File: src/rtl/bla_polyline_engine.sv
// Multi-vertex Bresenham rasteriser: loads up to MAX_VERT vertices and streams the pixels of an
// open polyline or closed polygon outline with valid/ready back-pressure.
module bla_polyline_engine #(
  parameter int unsigned COORD_W  = 12,
  parameter int unsigned MAX_VERT = 8,
  parameter int unsigned VC_W     = $clog2(MAX_VERT + 1)
) (
  input  logic               clk,
  input  logic               n_rst,
  input  logic               start,
  input  logic               closed,
  input  logic [VC_W-1:0]    vert_count,
  input  logic               vert_valid,
  input  logic [COORD_W-1:0] vert_x,
  input  logic [COORD_W-1:0] vert_y,
  output logic               vert_ready,
  output logic               pix_valid,
  output logic [COORD_W-1:0] pix_x,
  output logic [COORD_W-1:0] pix_y,
  output logic               pix_last,
  input  logic               pix_ready,
  output logic               busy,
  output logic               done,
  output logic               err
);

  localparam int unsigned IDX_W = $clog2(MAX_VERT);
  localparam int unsigned AW    = COORD_W + 2;

  localparam logic [2:0] IDLE  = 3'd0;
  localparam logic [2:0] LOAD  = 3'd1;
  localparam logic [2:0] SETUP = 3'd2;
  localparam logic [2:0] STEP  = 3'd3;
  localparam logic [2:0] DONE  = 3'd4;

  localparam logic [VC_W-1:0]    V1 = VC_W'(1);
  localparam logic [VC_W-1:0]    V2 = VC_W'(2);
  localparam logic [VC_W-1:0]    VM = VC_W'(MAX_VERT);
  localparam logic [COORD_W-1:0] C1 = COORD_W'(1);
  localparam logic [COORD_W-1:0] C2 = COORD_W'(2);

  logic [2:0]               state_q;
  logic                     closed_q;
  logic [VC_W-1:0]          n_q, ld_q, e_q;
  logic [COORD_W-1:0]       vx_q [MAX_VERT];
  logic [COORD_W-1:0]       vy_q [MAX_VERT];
  logic signed [AW-1:0]     acc_q, dx_q, dy_q;
  logic                     sx_q, sy_q;
  logic [COORD_W-1:0]       cnt_q;

  logic [VC_W-1:0]          nxt_e;
  logic                     last_edge, emit_end, count_bad, zero_len;
  logic [COORD_W-1:0]       x0, y0, x1, y1, adx, ady, s_cnt;
  logic signed [AW-1:0]     s_dx, s_dy, acc_n;
  logic signed [AW:0]       e2, dx_e, dy_e;
  logic                     step_x, step_y;
  logic [COORD_W-1:0]       nx, ny;

  assign vert_ready = (state_q == LOAD);

  // Edge geometry for SETUP, taken straight from the vertex register file.
  always_comb begin
    nxt_e     = (e_q == n_q - V1) ? '0 : e_q + V1;
    last_edge = closed_q ? (e_q == n_q - V1) : (e_q == n_q - V2);
    emit_end  = last_edge & ~closed_q;
    count_bad = (vert_count < V2) || (vert_count > VM);
    x0        = vx_q[e_q[IDX_W-1:0]];
    y0        = vy_q[e_q[IDX_W-1:0]];
    x1        = vx_q[nxt_e[IDX_W-1:0]];
    y1        = vy_q[nxt_e[IDX_W-1:0]];
    adx       = (x1 >= x0) ? x1 - x0 : x0 - x1;
    ady       = (y1 >= y0) ? y1 - y0 : y0 - y1;
    zero_len  = (adx == '0) && (ady == '0);
    // Major-axis length equals the number of steps to the end point.
    s_cnt     = (adx > ady) ? adx : ady;
    s_dx      = $signed({2'b00, adx});
    s_dy      = -$signed({2'b00, ady});
  end

  // One Bresenham step from the pixel currently presented.
  always_comb begin
    e2     = $signed({acc_q, 1'b0});
    dx_e   = $signed({dx_q[AW-1], dx_q});
    dy_e   = $signed({dy_q[AW-1], dy_q});
    step_x = (e2 >= dy_e);
    step_y = (e2 <= dx_e);
    acc_n  = acc_q + (step_x ? dy_q : '0) + (step_y ? dx_q : '0);
    nx     = step_x ? (sx_q ? pix_x + C1 : pix_x - C1) : pix_x;
    ny     = step_y ? (sy_q ? pix_y + C1 : pix_y - C1) : pix_y;
  end

  always_ff @(posedge clk or negedge n_rst) begin
    if (!n_rst) begin
      state_q   <= IDLE;
      closed_q  <= 1'b0;
      n_q       <= '0;
      ld_q      <= '0;
      e_q       <= '0;
      acc_q     <= '0;
      dx_q      <= '0;
      dy_q      <= '0;
      sx_q      <= 1'b0;
      sy_q      <= 1'b0;
      cnt_q     <= '0;
      pix_valid <= 1'b0;
      pix_x     <= '0;
      pix_y     <= '0;
      pix_last  <= 1'b0;
      busy      <= 1'b0;
      done      <= 1'b0;
      err       <= 1'b0;
      for (int unsigned i = 0; i < MAX_VERT; i++) begin
        vx_q[i] <= '0;
        vy_q[i] <= '0;
      end
    end else begin
      done <= 1'b0;
      err  <= 1'b0;
      case (state_q)
        IDLE: begin
          if (start) begin
            if (count_bad) begin
              err <= 1'b1;
            end else begin
              closed_q <= closed;
              n_q      <= vert_count;
              ld_q     <= '0;
              busy     <= 1'b1;
              state_q  <= LOAD;
            end
          end
        end
        LOAD: begin
          if (vert_valid) begin
            vx_q[ld_q[IDX_W-1:0]] <= vert_x;
            vy_q[ld_q[IDX_W-1:0]] <= vert_y;
            if (ld_q == n_q - V1) begin
              e_q     <= '0;
              state_q <= SETUP;
            end else begin
              ld_q <= ld_q + V1;
            end
          end
        end
        SETUP: begin
          if (zero_len) begin
            if (last_edge) begin
              busy    <= 1'b0;
              done    <= 1'b1;
              state_q <= DONE;
            end else begin
              e_q <= e_q + V1;
            end
          end else begin
            pix_valid <= 1'b1;
            pix_x     <= x0;
            pix_y     <= y0;
            // A closed outline ends one step short of v0.
            pix_last  <= last_edge & closed_q & (s_cnt == C1);
            dx_q      <= s_dx;
            dy_q      <= s_dy;
            sx_q      <= (x0 < x1);
            sy_q      <= (y0 < y1);
            acc_q     <= s_dx + s_dy;
            cnt_q     <= s_cnt;
            state_q   <= STEP;
          end
        end
        STEP: begin
          if (pix_ready) begin
            if ((cnt_q == '0) || ((cnt_q == C1) && !emit_end)) begin
              pix_valid <= 1'b0;
              pix_last  <= 1'b0;
              if (last_edge) begin
                busy    <= 1'b0;
                done    <= 1'b1;
                state_q <= DONE;
              end else begin
                e_q     <= e_q + V1;
                state_q <= SETUP;
              end
            end else begin
              pix_x    <= nx;
              pix_y    <= ny;
              acc_q    <= acc_n;
              cnt_q    <= cnt_q - C1;
              pix_last <= last_edge & (closed_q ? (cnt_q == C2) : (cnt_q == C1));
            end
          end
        end
        DONE:    state_q <= IDLE;
        default: state_q <= IDLE;
      endcase
    end
  end

endmodule

File: config.mk
export PLATFORM = sky130hd
export DESIGN_NAME = bla_polyline_engine
export DESIGN_NICKNAME = d
export VERILOG_FILES = /design/src/rtl/bla_polyline_engine.sv
export SDC_FILE = /design/constraint.sdc
export NUM_CORES = 1
export LEC_CHECK = 0
export BUFFER_PORTS_ARGS = -buffer_cell sky130_fd_sc_hd__buf_2
export CAP_MARGIN = 30
export CORE_UTILIZATION = 30
export DETAILED_ROUTE_END_ITERATION = 16
export MAX_ROUTING_LAYER = met4
export PLACE_DENSITY = 0.53
export SLEW_MARGIN = 20
export SYNTH_ARGS = -nofsm -noshare
export SYNTH_HDL_FRONTEND = slang
export SYNTH_SLANG_ARGS = --single-unit
File: constraint.sdc
create_clock -name clk -period 7.3 [get_ports clk]
set_clock_uncertainty 0.2 [all_clocks]
set_input_delay 0.365 -clock clk [delete_from_list [all_inputs] [get_ports clk]]
set_output_delay 0.365 -clock clk [all_outputs]
set_load 0.01 [all_outputs]
# Word level (Yosys, flattened, before mapping)
# Index checks and enable logic that the tools add are counted.
# classes
n_reduce_logical	26
n_addsub	17
mux	89
multipliers	0
shift	0
order_cmp	13
n_div	0
bitwise_logic	10
n_eq_ne	22
# op_table
cell	n
2-to-1 mux 12 bit	26
bitwise mux 96 bit	2
binary-select mux 12 bit (select 3 bit)	4
one-hot mux 12 bit (2 select lines)	3
2-to-1 mux 14 bit	4
subtractor 12 bit	4
2-to-1 mux 4 bit	10
demux 12 bit (select 3 bit)	1
zero test 12 bit	3
subtractor 12 x 1 -> 12 bit, second input constant	3
2-to-1 mux 3 bit	10
one-hot mux 14 bit (2 select lines)	1
adder 12 x 1 -> 12 bit, second input constant	2
equality test 12 x 1 -> 1 bit, second input constant	2
>= comparator 12 bit	2
less-than comparator 12 bit	2
!= test 2 bit, second input constant	11
2-to-1 mux 1 bit	21
>= comparator 15 x 14 -> 1 bit	1
<= comparator 15 x 13 -> 1 bit	1
AND reduction 5 bit	3
adder 13 x 14 -> 14 bit	1
adder 14 x 12 -> 14 bit	1
adder 14 bit	1
other kinds (34)	58
# word_totals
output_inout_bits	30
rom_bits	0
n_memories	0
elab_cells	211
in_bits	34
mem_bits_rw	0
ff_bits	291
latch_bits	0

# Logic depth before layout (Yosys ltp)
# Gate-level depths: netlist of the first run.
# depth
depth_word	15
depth_mapped	36
ltp_nobuf	33

# Worst setup path before layout of the first run
# Ideal clock, no wire load.
# synth_timing
path_type	reg2reg
from	register n_q[1]
to	register pix_last
setup_time_ps	65
n_path_buf	3
stages_incl_launch_ff	35
required_time_ps	7035
arrival_ps	7443
synth_period_minus_slack_ps	7708
path_slack_ps	-408
path_cell_list	dfrtp_1 inv_1 ha_1 a21boi_0 xor2_1 nor4_1 nor2b_1 clkbuf_1 clkbuf_1 a221oi_1 nor2_1 a21o_1 inv_1 ha_1 inv_1 fa_1 and3_1 o311a_1 a211oi_4 mux2i_1 a21oi_1 xnor2_1 inv_1 ha_1 nand4_1 nor2_1 o21ai_0 a22oi_1 clkbuf_1 nand2_1 o32a_1 a211oi_1 nand3_1 o41ai_1 mux2_2
# synth_between
elab_chain_cells	15
elab_cells_between_ends	40
cone_classes	add/sub: 6; order compare: 3; eq/ne: 4; mux: 15; bitwise: 5; reduce/logical: 7
# synth_lines
item	line	source
start, declared	44	logic [VC_W-1:0] n_q, ld_q, e_q;
start signal, assigned	126	n_q <= vert_count;
subtractor 4 x 1 -> 4 bit	63, 64	
equality test 4 bit	63, 64	
2-to-1 mux 3 bit	63	nxt_e = (e_q == n_q - V1) ? '0 : e_q + V1;
NOT 3 -> 4 bit (not written as such)	69, 70	
binary-select mux 12 bit (select 3 bit) (on tied branches)	69, 70	
2-to-1 mux 12 bit (on tied branches) (2 in a row)	69, 70	
subtractor 12 bit, or another cell as far along	71	adx = (x1 >= x0) ? x1 - x0 : x0 - x1;
2-to-1 mux 12 bit (on tied branches)	71, 72	
> comparator 12 bit	75	s_cnt = (adx > ady) ? adx : ady;
2-to-1 mux 12 bit	75	
equality test 12 x 1 -> 1 bit	159	pix_last <= last_edge & closed_q & (s_cnt == C1);
bitwise AND 1 bit	159	
2-to-1 mux 1 bit	146	if (zero_len) begin
one-hot mux 1 bit (2 select lines)	119	case (state_q)
end signal, assigned	159	
end signal, assigned	187	pix_last <= last_edge & (closed_q ? (cnt_q == C2) : (cnt_q == C1));
end, declared	20	output logic pix_last,
# Several ways; a longest one is shown, not always the timed one. The select of a mux whose other input is x is not followed.
# A chain may end at the register's enable or synchronous reset.

# Worst setup path in the final report of the first run
# layout_timing
from	register n_q[2]
to	register pix_last
# Same word-level chain as after synthesis.

==> impl_metrics.ini, run 1 <==
[run_status]
outcome = complete, no violations

[setup_path]
critical-path-slowest-cell = fa_1
worstPathMaxFanout = 7
path_class = flip-flop to flip-flop
setup.worst_path.start_class = flip-flop
worstSetupEndpointType = flip-flop
critPathRequiredTime_ns = 7.53
critPathArrivalTime_ns = 7.27
slowest_delay_ns = 0.45

[placement]
place.gp.congestion = 0.9168
place_ws_ns = -0.4415
place_hpwl_um = 47230
io_buffers = 63
dp.cells = 3110

[die]
initial_core_util = 0.3050
die_area_um2 = 71290
die_height_um = 267
core-area_um2 = 69070
ios = 64
die_w_um = 267
num_rows = 96

[global_routing]
grt_pass1_vias = 17297
grt_util_met2 = 0.3075
grt_overflow = 0
grt_util_all_layers = 0.1884
top_usage_layer = met2
grt_start_max_net_pins = 133
use_met1 = 0.2400
antenna_found_initial = 1
grt_use_met3 = 0.03404
grt_pass1_wl_um = 101900

[sta]
slew_violations = 0
setup_viol = 0
whs_ns = 0.09473
hold_viol_final = 0
worst_pin_slew_ns = 0.9699
fin_crit_ns = 7.037
fmax_mhz = 142.1
rsz0062_at_grt = true
min_period_over_period = 0.9639
setup_ws_ns = 0.2633
slew_headroom = 0.3534

[clocking]
clkSinkCount = 291
cts_tree = built
clockBufferDepth = 3
cts_root_buffer = clkbuf_16
htreeDepth = 2
clock_latency_ns = 0.58
numCtsBuffers = 37
cts.clk_slew.worst_paths_ns = 0.05

[synthesis]
ys.warnings.count = 0
yosysTopAreaCellShare = 0.3456
synth_area_leaders = dfrtp_1 (35%), mux2_2 (12%), ha_1 (8.3%)
syn_avg_cell_area_um2 = 10.16
syn_nets = 2266
synth.most_common_cell = dfrtp_1
syn_inst = 2073
ys_types = 86
yosys.area.top_type = dfrtp_1
synth-edff-count = 0
synth_async_sr_flop_share = 1.000
ys_seq_area_frac = 0.3456
ys_top_cells_by_count = dfrtp_1 (291), mux2_2 (217), nand2_1 (156), ha_1 (139), inv_1 (123)
ys.flop_type = dfrtp_1
synth_area_um2 = 21070
synth-seq-cells = 291

[detailed_routing]
vias_per_cell = 5.292
drt-initial-drc-count = 1154
wl_per_cell_um = 20.07
routed_wl_um = 65040
ant_nets = 0
dr.pass1.iters = 5
drc = 0
num_vias = 17151

[run]
max-cap-violations = 0

[layout]
fin_util = 0.3723
drive_gt1_frac = 0.2886
syn2layout_area_growth_pct = 22.04
final_cells = 3241
fin_nets = 2472

[worst_hold_path]
min_path_type = input port to flip-flop
logic make-up (layout without fill, tap and decap cells):
logic type,after synthesis,in the layout,synth area share
AND/OR/NAND/NOR,500,500,0.1192
adder cells (fa/ha/maj),159,159,0.1016
AO/OA/AOI/OAI,464,464,0.1468
flip-flops,291,291,0.3456
buffers and inverters,237,472,0.04365
XOR/XNOR,81,81,0.03403
other,0,2,0
multiplexers,341,341,0.2091
worst paths after layout:
kind | from | end | slack (ns) | cells after the start
setup / recovery | n_q[2]$_DFFE_PN0P_ | pix_last$_DFFE_PN0P_ | 0.26 | 33
hold / removal | vert_valid | e_q[3]$_DFFE_PN0P_ | 0.09 | 4
setup reg to reg | n_q[2]$_DFFE_PN0P_ | pix_last$_DFFE_PN0P_ | 0.26 | 33
hold reg to reg | busy$_DFFE_PN0P_ | busy$_DFFE_PN0P_ | 0.28 | 1
max in group asynchronous | n_rst | e_q[0]$_DFFE_PN0P_ | 5.30 | 5
min in group asynchronous | n_rst | vy_q[74]$_DFFE_PN0P_ | 0.10 | 2
final cells by class:
cell class / instances / area (µm²)
Fill cell: 6839 / 43360
Multi-Input combinational cell: 1545 / 13190
Sequential cell: 291 / 7288
Timing Repair Buffer: 278 / 2242
Tap cell: 931 / 1165
Clock buffer: 47 / 993.5
Inverter: 126 / 476.7
Clock inverter: 21 / 350.3
Antenna cell: 2 / 5.005
sequential cells by signal, summed over array words and instances (netlist names), 3 cells and up:
signal	flops
cnt_q	12
acc_q	14
ld_q	4
dy_q	14
pix_y	12
vx_q	96
state_q	3
dx_q	12
pix_x	12
e_q	4
n_q	4
vy_q	96
layer usage:
metal	vias to the layer above	part of all wire
met5	-	0
met4	0	0.025
met3	98	0.050
met2	416	0.47
met1	8651	0.45
li1	7986	-
worst max-delay path, delay by kind of cell (launching register included):
family                   cells  cell delay [ns]
AO/OA/AOI/OAI               10             1.86
buffers and inverters       10             1.33
adder cells (fa/ha/maj)      4             1.13
multiplexers                 3             0.83
AND/OR/NAND/NOR              4             0.60
XOR/XNOR                     2             0.55
flip-flops                   1             0.40
repair_timing:
action,CTS,global route
gates cloned,0,4
pin swaps,4,18
hold buffers,32,0
endpoints found under the hold margin,328,0
gates resized for setup,6,45
buffers inserted,5,16
setup endpoints to repair,18,30
layout by cell type (no fill, tap or decap), types with 11 or more instances in the layout:
cell type,instances
a31oi_1,20
inv_1,122
buf_2,63
nand4_1,18
dfrtp_1,288
nor2b_1,24
o22ai_1,16
a2bb2oi_1,11
nand3_1,31
xnor2_2,12
o21ai_0,94
and2_1,22
and3_1,35
nand2_1,155
a221oi_1,29
ha_1,136
mux2_2,217
dlygate4sd3_1,32
fa_1,20
xnor2_1,44
nor2_1,106
mux4_2,56
mux2i_1,57
a21o_1,54
clkbuf_16,40
nor3_1,23
nand2b_1,21
o21a_1,20
xor2_1,23
a211oi_1,30
buf_4,165
a21oi_1,105
metrics by stage:
step,instance area (µm²),TNS (ns)
floorplan,21080,0
global placement,23450,-0.3889
detailed placement,23460,-2.036
CTS,25190,0
global route,25710,-0.09628
finish,25710,0
Power of run 1 is left out: the tool's default activity adds up to more than one toggle a clock period on the data nets, which glitch-free logic cannot reach.
==> run 2: changes to the inputs <==
- CTS_BUF_LIST: not set -> sky130_fd_sc_hd__clkbuf_4 sky130_fd_sc_hd__clkbuf_8
- CTS_CLUSTER_SIZE: not set -> 24
==> impl_metrics.ini, run 2 (synthesized netlist as in run 1, its figures left out) <==
[run_status]
outcome = complete, no violations

[worst_hold_path]
min_path_type = input port to async pin

[global_routing]
antenna_found_initial = 2
grt_util_all_layers = 0.1881
grt_overflow = 0
grt_start_max_net_pins = 133
grt_pass1_vias = 17461
grt_pass1_wl_um = 102000

[sta]
min_period_over_period = 0.9562
worst_pin_slew_ns = 0.9568
slew_violations = 0
setup_viol = 0
hold_viol_final = 0
slew_headroom = 0.3621
fmax_mhz = 143.3
fin_crit_ns = 6.980
fin_setup_tns_ns = 0

[layout]
ff_latch_area_um2 = 7288
fin_util = 0.3694
final_cells = 3268
fin_area_um2 = 25520
n_fill_cell = 6882
syn2layout_area_growth_pct = 21.11
drive_gt1_frac = 0.3002
final_common_cell = dfrtp_1
fin_nets = 2486
multiInputGateArea_um2 = 13200
largestRegisters = vx_q (96), vy_q (96)
layout_common_cells = dfrtp_1 (288), mux2_2 (217), buf_4 (163), nand2_1 (155), ha_1 (137)

[detailed_routing]
ant_nets = 0
num_vias = 17168
routed_wl_um = 64740
drc = 0
dr.pass1.iters = 5
vias_per_cell = 5.253
drt-initial-drc-count = 1071
wl_per_cell_um = 19.81

[die]
die_height_um = 267
ios = 64
core-area_um2 = 69070
die_area_um2 = 71290
initial_core_util = 0.3050
die_w_um = 267
num_rows = 96

[run]
max-cap-violations = 0

[setup_path]
worstPathMaxFanout = 11
critPathRequiredTime_ns = 7.67
path_class = flip-flop to flip-flop
worstSetupEndpointType = flip-flop
cp_common_cell = a21o_1
slowest_delay_ns = 0.42
critPathArrivalTime_ns = 7.35
critical-path-slowest-cell = dfrtp_1
setup.worst_path.start_class = flip-flop

[clocking]
clock_latency_ns = 0.66
clkSinkCount = 291
htreeDepth = 2
numCtsBuffers = 54
cts_tree = built
cts_root_buffer = clkbuf_8
clockBufferDepth = 3
cts.clk_slew.worst_paths_ns = 0.06

[placement]
io_buffers = 63
place.gp.congestion = 0.9168
dpl-instance-area_um2 = 23460
dp.cells = 3110
place_hpwl_um = 47230
==> run 2: layout make-up <==
cell class	instances	area share
antenna	2	0.0001961
inverter	126	0.01868
timing repair buffer	275	0.08591
clock inverter	12	0.005296
clock buffer	86	0.04149
multi-input combinational	1545	0.5171
sequential	291	0.2856
tap	931	0.04565
==> run 2: final timing paths <==
kind	end	slack, ns	startpoint	depth (start not counted)
max	pix_last$_DFFE_PN0P_	0.32	n_q[2]$_DFFE_PN0P_	32
min	vy_q[86]$_DFFE_PN0P_	0.02	n_rst	2
max reg2reg	pix_last$_DFFE_PN0P_	0.32	n_q[2]$_DFFE_PN0P_	32
min reg2reg	busy$_DFFE_PN0P_	0.28	busy$_DFFE_PN0P_	1
max in group asynchronous	e_q[0]$_DFFE_PN0P_	5.41	n_rst	5
min in group clk	busy$_DFFE_PN0P_	0.28	busy$_DFFE_PN0P_	1
==> run 2: layer usage <==
layer,track usage,wire length [µm],part of all wire
met3,0.03497,3619,0.056
met5,-,0,0
met1,0.2381,28810,0.44
met4,0.05141,1634,0.025
met2,0.3063,30680,0.47
==> run 2: stage by stage <==
step / hold slack [ns] / worst slack [ns]
2_1_floorplan: -0.1306 / 0.04785
3_3_place_gp: 0.2664 / -0.1925
3_5_place_dp: 0.2744 / -0.4415
4_1_cts: 0.2525 / 0.001387
5_1_grt: 0.02038 / -0.04708
6_report: 0.02118 / 0.3199
==> run 2: what timing repair did <==
item / CTS / global route
setup buffers: 5 / 13
hold endpoints to repair: 333 / 0
resized for setup: 6 / 47
gates cloned: 0 / 3
pin swaps: 4 / 19
hold buffers: 33 / 0
endpoints found under the setup margin: 21 / 32
==> run 2: critical path: cells and delay by family (launching register included) <==
kind / cells / cell delay (ns)
xor+xnor: 2 / 0.40
flops: 1 / 0.42
mux: 3 / 0.72
simple gates: 4 / 0.55
compound gates: 13 / 2.70
fa+ha+maj: 3 / 0.79
buf+inv: 7 / 1.11
Power of run 2 is left out for the same reason.
==> run 3: changes to the inputs <==
==> constraint.sdc (replaced) <==
create_clock -name clk -period 7.3 [get_ports clk]
set_clock_uncertainty 0.2 [all_clocks]
set_input_delay 2.19 -clock clk [delete_from_list [all_inputs] [get_ports clk]]
set_output_delay 2.19 -clock clk [all_outputs]
set_load 0.01 [all_outputs]
==> impl_metrics.ini, run 3 (synthesized netlist as in run 1, its figures left out) <==
[run_status]
outcome = complete, no violations

[sta]
slew_violations = 0
setup_viol = 0
hold_viol_final = 0
fin_crit_ns = 7.017
slew_headroom = 0.3427
fmax_mhz = 142.5
whs_ns = 0.2766
min_period_over_period = 0.9612
setup_ws_ns = 0.2832
worst_pin_slew_ns = 0.9859

[setup_path]
worstPathMaxFanout = 14
rr_startpoint = n_q[1]$_DFFE_PN0P_
critical-path-slowest-cell = dfrtp_1
r2r_end = acc_q[13]$_DFFE_PN0P_
reg2reg_depth = 31
slowest_delay_ns = 0.40
worstSetupEndpointType = flip-flop
cp_common_cell = a21oi_1
setup.worst_path.start_class = flip-flop
critPathRequiredTime_ns = 7.63
critPathArrivalTime_ns = 7.34
r2r_slack_ns = 0.28
path_class = flip-flop to flip-flop

[clocking]
cts_hold_buf = 0
cts_tree = built
cts.clk_slew.worst_paths_ns = 0.06
clkSinkCount = 291
cts_root_buffer = clkbuf_8
numCtsBuffers = 55
htreeDepth = 2
clock_latency_ns = 0.67
clockBufferDepth = 3

[layout]
fin_util = 0.3670
multiInputGateArea_um2 = 13300
ff_latch_area_um2 = 7289
fin_nets = 2454
n_fill_cell = 6871
syn2layout_area_growth_pct = 20.32
largestRegisters = vx_q (96), vy_q (96)
drive_gt1_frac = 0.3090
layout_common_cells = dfrtp_1 (287), mux2_2 (216), buf_4 (159), nand2_1 (155), ha_1 (130)
final_common_cell = dfrtp_1

[die]
die_w_um = 267
die_area_um2 = 71290
core-area_um2 = 69070
ios = 64
initial_core_util = 0.3050
die_height_um = 267
num_rows = 96

[placement]
place_ws_ns = -0.3567
io_buffers = 63
place_hpwl_um = 47540
place.gp.congestion = 0.9118

[detailed_routing]
ant_nets = 0
dr.pass1.iters = 5
vias_per_cell = 5.283
drt-initial-drc-count = 1193
wl_per_cell_um = 20.33
num_vias = 17113
routed_wl_um = 65870
drc = 0

[worst_hold_path]
hold_depth = 2
min_path_type = flip-flop to flip-flop
holdPathEnd = sx_q$_DFFE_PN0P_
min_from = sx_q$_DFFE_PN0P_

[global_routing]
antenna_found_initial = 4
grt_start_max_net_pins = 150
grt_pass1_wl_um = 102500
grt_overflow = 0
grt_util_all_layers = 0.1893
grt_pass1_vias = 17521

[run]
max-cap-violations = 0
[run 3: cell types whose count changed in the layout (fill, tap and decap cells not counted), sizes merged]
cell / before / now
diode: 2 / 4
buf: 239 / 237
dlygate4sd3: 33 / 0
inv: 127 / 126
clkinv: 7 / 12
[run 3: worst max-delay path, delay by kind of cell, from the launching register on]
family,cells,cell delay [ns]
AO/OA/AOI/OAI,9,1.72
AND/OR/NAND/NOR,8,1.53
buffers and inverters,6,1.06
adder cells (fa/ha/maj),3,0.88
XOR/XNOR,3,0.61
multiplexers,2,0.46
flip-flops,1,0.40
[run 3: stage by stage]
| step | cells | area [µm²] | setup TNS (ns) |
|---|---|---|---|
| after global routing | 3239 | 25350 | -0.07279 |
| after global placement | 3109 | 23460 | -0.3269 |
| after CTS | 3214 | 24760 | 0 |
| after detailed placement | 3110 | 23470 | -1.387 |
| after floorplan | 2073 | 21080 | 0 |
| final | 3239 | 25350 | 0 |
[run 3: final cells by class]
type,count,area share
antenna,4,0.0003949
clock buffer,84,0.04240
clock inverter,16,0.005923
inverter,126,0.01881
multi-input combinational,1545,0.5247
sequential,291,0.2876
tap,931,0.04595
timing repair buffer,242,0.07429
[run 3: repair_timing]
action                     4_1_cts  5_1_grt
buffers inserted                 4       14
setup endpoints to repair       15       59
cloned                           0        5
pin swaps                        3       14
resized for setup                7       68
[run 3: worst max path at each step]
stage                       startpoint                     to  slack [ns]  cells after the start
finish              n_q[1]$_DFFE_PN0P_  acc_q[13]$_DFFE_PN0P_        0.28                     31
global route        n_q[1]$_DFFE_PN0P_  acc_q[13]$_DFFE_PN0P_       -0.04                     33
CTS                 n_q[1]$_DFFE_PN0P_   pix_last$_DFFE_PN0P_        0.02                     32
detailed placement  n_q[1]$_DFFE_PN0P_  acc_q[12]$_DFFE_PN0P_       -0.36                     31
global placement    n_q[1]$_DFFE_PN0P_  acc_q[12]$_DFFE_PN0P_       -0.17                     30
floorplan           n_q[1]$_DFFE_PN0P_   pix_last$_DFFE_PN0P_        0.05                     34
[run 3: per-layer routing]
layer,vias up,track usage,part of all wire
met5,-,-,0
met4,0,0.05079,0.024
met3,113,0.03183,0.054
met2,471,0.3065,0.48
met1,8577,0.2436,0.45
li1,7952,-,-
Power of run 3 is left out for the same reason.
